$ cat config.mk
export PLATFORM = sky130hd
export DESIGN_NAME = rr_bus_mux
export DESIGN_NICKNAME = d
export VERILOG_FILES = /design/src/rtl/rr_bus_mux.sv
export SDC_FILE = /design/constraint.sdc
export NUM_CORES = 1
export LEC_CHECK = 0
export CORE_UTILIZATION = 25
export CTS_CLUSTER_SIZE = 20
export DETAILED_ROUTE_END_ITERATION = 16
export GPL_TIMING_DRIVEN = 0
export PLACE_DENSITY = 0.57
export REMOVE_ABC_BUFFERS = 1
export SLEW_MARGIN = 20
export SYNTH_ARGS = -nofsm -noshare
export SYNTH_HDL_FRONTEND = slang
export SYNTH_SLANG_ARGS = --single-unit
$ cat constraint.sdc
create_clock -name Clk -period 2.7 [get_ports Clk]
set_input_delay 0.54 -clock Clk [delete_from_list [all_inputs] [get_ports Clk]]
set_output_delay 0.54 -clock Clk [all_outputs]
set_load 0.02 [all_outputs]
$ cat src/rtl/rr_bus_mux.sv
// Registered N-to-1 bus multiplexer with fixed-priority / round-robin arbitration,
// optional bus lock, and a one-deep valid/ready output stage.
module rr_bus_mux #(
  parameter int unsigned WIDTH    = 16,
  parameter int unsigned CHANNELS = 4,
  localparam int unsigned SRCW    = (CHANNELS > 1) ? $clog2(CHANNELS) : 1
) (
  input  logic                      Clk,
  input  logic                      Reset,
  input  logic [CHANNELS-1:0]       Req,
  input  logic [CHANNELS*WIDTH-1:0] Data_in,
  input  logic                      Mode,
  input  logic                      Lock,
  output logic [CHANNELS-1:0]       Grant,
  output logic [WIDTH-1:0]          Out,
  output logic [SRCW-1:0]           Out_src,
  output logic                      Out_valid,
  input  logic                      Out_ready
);

  logic [SRCW-1:0] last_q;
  logic [SRCW-1:0] winner;
  logic            found;
  logic            free;
  logic            accept;
  int              idx;

  assign free   = !Out_valid || Out_ready;
  assign accept = free && (|Req) && !Reset;

  always_comb begin
    winner = '0;
    found  = 1'b0;
    idx    = 0;
    if (Lock && Req[last_q]) begin
      winner = last_q;
      found  = 1'b1;
    end else if (!Mode) begin
      for (int i = 0; i < int'(CHANNELS); i++) begin
        if (!found && Req[i]) begin
          winner = SRCW'(i);
          found  = 1'b1;
        end
      end
    end else begin
      // Search starts just after the previous winner and wraps around.
      for (int k = 1; k <= int'(CHANNELS); k++) begin
        idx = (int'(last_q) + k) % int'(CHANNELS);
        if (!found && Req[idx]) begin
          winner = SRCW'(idx);
          found  = 1'b1;
        end
      end
    end
  end

  always_comb begin
    Grant = '0;
    if (accept) Grant[winner] = 1'b1;
  end

  always_ff @(posedge Clk) begin
    if (Reset) begin
      Out       <= '0;
      Out_src   <= '0;
      Out_valid <= 1'b0;
      last_q    <= SRCW'(CHANNELS - 1);
    end else if (accept) begin
      Out       <= Data_in[winner*WIDTH +: WIDTH];
      Out_src   <= winner;
      Out_valid <= 1'b1;
      last_q    <= winner;
    end else if (Out_ready) begin
      Out_valid <= 1'b0;
    end
  end

endmodule

# After elaboration in Yosys (flattened, before gate mapping)

Index checks and enable logic that the tools add are counted.

Flip-flop bits (word level): 21
Input bits: 73
Output and inout bits: 23
Word-level logic and storage cells: 91

Add/subtract/negate cells: 4
Magnitude comparators: 7
Shift-type cells: 1
Muxes and demuxes: 46
Bitwise operators: 4
Reductions and logical operators: 25

Operators with widths:

| kind                                                              | number |
|---|---|
| variable part select 64 x 7 -> 16 bit                             | 1 |
| two-way mux 1 bit                                                 | 31 |
| less-than comparator 3 x 4 -> 1 bit, second input constant        | 4 |
| two-way mux 2 bit                                                 | 8 |
| binary-select mux 1 bit (select 2 bit)                            | 5 |
| logical AND 1 bit                                                 | 10 |
| logical NOT 1 bit                                                 | 8 |
| OR reduction 2 bit                                                | 4 |
| less-than comparator 2 x 3 -> 1 bit, second input constant        | 2 |
| adder 2 x 1 -> 2 bit, second input constant                       | 2 |
| adder 2 bit, second input constant                                | 2 |
| bitwise AND 1 bit, first input constant                           | 4 |
| two-way mux 4 bit                                                 | 1 |
| OR reduction 4 bit                                                | 1 |
| demux 1 bit (select 2 bit)                                        | 1 |
| greater-or-equal comparator 2 x 1 -> 1 bit, second input constant | 1 |
| nonzero test 2 bit                                                | 1 |
| logical OR 1 bit                                                  | 1 |

# Longest topological paths before layout

Word-level depth: 29
Gate-level depth with buffers: 9
Gate-level depth less buffers: 6

# Least setup slack after synthesis

Ideal clock, no wire load.

Path kind: input to output
Start point: in Req[0]
End point: out Grant[3]
Arrival time: 2.085 ns
Data required time: 2.160 ns
Slack: 0.075 ns
Stages: 8
Buffers on the path: 3
Path through: buf_4 > or3b_1 > a21oi_1 > o311a_1 > o211a_1 > buf_6 > buf_8 > nor2b_1

Cells in the longest elaborated chain, start to end: 26
Elaborated cells between the ends (all ways): 63
Those cells by class: order compare: 2; mux: 44; reduce/logical: 17

RTL lines:

| item                                                                                                                           | line | source |
|---|---|---|
| start: declaration                                                                                                             | 10   | `input logic [CHANNELS-1:0] Req,` |
| binary-select mux 1 bit (select 2 bit)                                                                                         | 49   | `if (!found && Req[idx]) begin` |
| two-way mux 1 bit (implied by the code) (2 in a row)                                                                           | 49   |  |
| two-way mux 1 bit                                                                                                              | 49   |  |
| two-way mux 1 bit                                                                                                              | 38   | `end else if (!Mode) begin` |
| two-way mux 1 bit                                                                                                              | 35   | `if (Lock && Req[last_q]) begin` |
| logical NOT 1 bit                                                                                                              | 49   |  |
| logical AND 1 bit                                                                                                              | 49   |  |
| two-way mux 1 bit                                                                                                              | 49   |  |
| [9 not listed]                                                                                                                 | n/a  |  |
| two-way mux 2 bit                                                                                                              | 49   |  |
| two-way mux 2 bit                                                                                                              | 38   |  |
| two-way mux 2 bit                                                                                                              | 35   |  |
| less-than comparator 2 x 3 -> 1 bit (implied by the code) / greater-or-equal comparator 2 x 1 -> 1 bit (equally long branches) | 59   | `if (accept) Grant[winner] = 1'b1;` |
| logical AND 1 bit (implied by the code)                                                                                        | 59   |  |
| two-way mux 1 bit (implied by the code)                                                                                        | 59   |  |
| demux 1 bit (select 2 bit)                                                                                                     | 59   |  |
| two-way mux 4 bit (*)                                                                                                          | 59   |  |
| end: declaration                                                                                                               | 14   | `output logic [CHANNELS-1:0] Grant,` |

Every way passes the cells marked *; elsewhere a longest branch is shown, timed or not. The select of a mux whose other input is x is not followed.

# Final worst setup path

Start point: in Req[3]
End point: out Grant[0]

The elaborated chain is that of the path after synthesis.

==> results.md <==
- Cell area after synthesis: 2160 um2
- Cell accounting for the most synthesized area: dfxtp_1
- Number of nets in the layout: 450
- Number of pins with negative max-slew slack in the final report: 0
- Critical register-to-register path startpoint: last_q[0]
- Number of buffers on the longest clock path: 2
- Crit-path cells: clkdlybuf4s15_2, nor2_2, a21oi_1, o311a_1, buf_4, o21ai_2, and3_1, buf_2
- Top Ports: 96
- Final count of hold timing violations: 0
- Core footprint: 8300 um2
- Root buf cell: clkbuf_8
- Ys Warns: 0
- Routability congestion estimate from global placement: between 0.7 and 0.8
- Fraction of power spent switching nets: 40.4%
- Arrival time at the worst endpoint: around 2100 ps
- Cell with the most instances after synthesis: nand2_1
- Peak fanout along the critical path: 8
- Number of antenna violations at the first check in global routing: 0
- Dominant cells by area after synthesis: dfxtp_1 (19%), mux2i_1 (15%), nand2_1 (7.0%), o221ai_1 (6.5%), o22a_1 (6.5%)
- Dpl cells: 459
- Setup total negative slack: 0 ps
- Worst supply voltage drop on vdd: about 0.00019 V
- Largest net degree at the start of global routing: 33
- Setup crit end kind: output pin
- Status: finished clean
- Combinational share of power: 56.5%
- Number of global-route vias before repair: 2479
- Layout Cells excl Fill: 481
- Final-report setup violation count: 0
- Number of distinct standard cells referenced by the synthesized netlist: slightly above 40
- Share of the synthesized area in the top cell type: between 10% and 20%
- Required time at the endpoint of the critical path: 2160 ps
- Number of cells on the worst hold path: 2
- Setup clock skew after layout: 4.11 ps
- Number of buffers inserted during clock tree synthesis: 3
- Final critical delay including setup and external delays: roughly 2600 ps
- Per-cell routed wire length: 17.3 um
- Switching Power: 0.582 mW
- Share of the cycle needed by the critical path after routing: 97.1%
- Max_cap viols: 0
- Endpoint of the lowest-slack register-to-register path: Out[5]
- Avg Inst Size Synth: 7.60 um2
- Hold Path End: Out_src[0]
- Count of vias placed by the detailed router: 2573
- Source-to-sink clock delay at the later pin of the worst-skew pair: about 270 ps
- Delay of the slowest critical-path stage: 370 ps
- Utilization after layout: 40.4%
- Syn Inst Count: 284
- Start point of the worst hold path: Out_src[0]
- Total wire length after detailed routing: between 8000 and 9000 um
- CTS tree: yes
- Number of hold buffers added after CTS: 0
- Ys async rst share: 0%
- Die Y-Extent: 94.9 um
- Worst hold slack: 475 ps
- Sequential Power Share: between 20% and 30%
- Number of diodes: 0
- Minimum setup slack among reg-to-reg paths: 400 ps
- Setup WS post-layout: 78.7 ps
- Pre-antenna DRT Iters: 4
- Cell Pwr Density: 430 nW/um2
- Layout area overhead: 55.2%
- Top cells by count, synth: nand2_1 (40), mux2i_1 (32), dfxtp_1 (21), a31oi_1 (18), inv_1 (18)
- Worst path buffer plus inverter count: 3
- Mean number of vias per cell: between 5 and 6
- Storage cell area: 425 um2
- Total number of placement rows: 33
- Worst R2R Path Depth: 7
- Slowest-stage cell, CP: o311a_1
- Clock-pin slew on the worst setup and hold paths: 90 ps
- Rel. slew slack: 35.1%
- Gr ovfl total: 0
- DIE WIDTH: roughly 95 um
- Most frequently used flop master after synthesis: dfxtp_1
- H-tree levels: 1
- Number of synthesized flops with an enable pin: 0
- Relative contribution of the clock network to total power: between 15 and 20%
- Fill cell instance count of the final layout: 852
- Wire length of the first global-routing pass: 12700 um
- All-layer global routing usage: 18.7%
- Gate family responsible for the most delay along the worst path: compound AO/OA/AOI/OAI gates
- Cell-internal power: 0.859 mW
- Antenna-violating nets left: 0
- Flop and latch count out of synthesis: 21
- Leak Pwr: 1.37 nW
- Worst hold path type: flip-flop to flip-flop
- Number of sinks on the clock net: 21
- Highest achievable clock rate: 381 MHz
- Place WS: -2110 ps
- Ratio of cells with drive above 1 in the final layout: 16.5%
- Setup repair after global routing missed its margin: yes
- Post-route DRC: 0
- Count of input and output buffers: 95
- HPWL Detailed: a little under 5000 um
- Effective utilization at floorplan: a little over a quarter
- Type of the setup path with the least slack: primary input to output pin
- Sequential cell area fraction in the yosys report: 19.5%
- Worst setup SP type: primary input
- Area of the multi-input gates: 1630 um2
- Transition at the pin with the smallest max-transition slack: roughly 970 ps
- Iter 0 DRT Violations: slightly above 90
- Die area: around 9000 um2
[registers in the layout, summed over array words and instances (netlist names)]
| signal | cells |
|---|---|
| Out | 16 |
| Out_valid | 1 |
| last_q | 2 |
| Out_src | 2 |
[final cells by class]
class,instances,area share (%)
well taps,105,3.92
clock buffers,4,1.34
multi-input cells,222,48.7
repair buffers,111,31.4
inverters,18,2.02
flip-flops and latches,21,12.7
[routing by layer]
metal	up-vias	global-route usage (%)	wire length, um
li1	1262	-	-
met1	1211	22.9	3630
met2	96	34.4	4200
met3	4	3.06	457
met4	0	3.03	47
met5	-	0	0
[cells by family after synthesis]
| kind of cell | after synthesis | synth area share (%) |
|---|---|---|
| AO/OA/AOI/OAI | 118 | 38.8 |
| buffers and inverters | 43 | 10.7 |
| multiplexers | 34 | 16.1 |
| flip-flops | 21 | 19.5 |
| AND/OR/NAND/NOR | 68 | 15.0 |
[metrics by stage]
step           total power [mW]  area (um2)
2_1_floorplan             0.808        2000
3_3_place_gp               1.13        3080
3_5_place_dp               1.14        3100
4_1_cts                    1.45        3340
5_1_grt                    1.54        3350
6_report                   1.44        3350
[worst max path at each step]
stage | from | to | depth (start not counted)
4_1_cts | Req[3] | Grant[2] | 7
5_1_grt | Req[3] | Grant[0] | 8
6_report | Req[3] | Grant[0] | 8
3_3_place_gp | Req[3] | Grant[0] | 7
2_1_floorplan | last_q[0] | Grant[0] | 5
3_5_place_dp | Req[1] | Grant[0] | 7
[timing repair]
action                                  4_1_cts  5_1_grt
cloned                                        2        0
gates resized for setup                      49        9
endpoints found under the setup margin       23        7
pin swaps                                     7        6
setup buffers                                14        2
hold endpoints to repair                      0        0
[power by group through the flow]
stage / sequential, mW / combinational, mW / clock, mW
CTS: 0.404 / 0.816 / 0.232
finish: 0.404 / 0.814 / 0.222
detailed placement: 0.431 / 0.712 / 0
global route: 0.412 / 0.876 / 0.248
floorplan: 0.472 / 0.337 / 0
global placement: 0.428 / 0.699 / 0
[placed cells by master (no fill, tap or decap), types with 3 or more instances in the layout]
cell type        count
dfxtp_1             19
inv_1               18
o21ai_0             14
nor2_1               6
nand2_1             38
buf_2                4
o22a_1              16
clkdlybuf4s50_1     86
buf_4               15
o22ai_1             16
a21oi_2              7
clkbuf_8             3
nand2_4              3
o21ai_1              4
nand2b_1             3
mux2i_1             32
o221ai_1            16
a31oi_1             17
a21oi_1             14
[worst reg2reg max path, delay by kind of cell, from the launching register on]
family,cells,cell delay (ps)
buffers and inverters,2,340
multiplexers,2,590
AO/OA/AOI/OAI,3,900
flip-flops,1,370
Note: power is estimated with default switching activity, not from simulation.
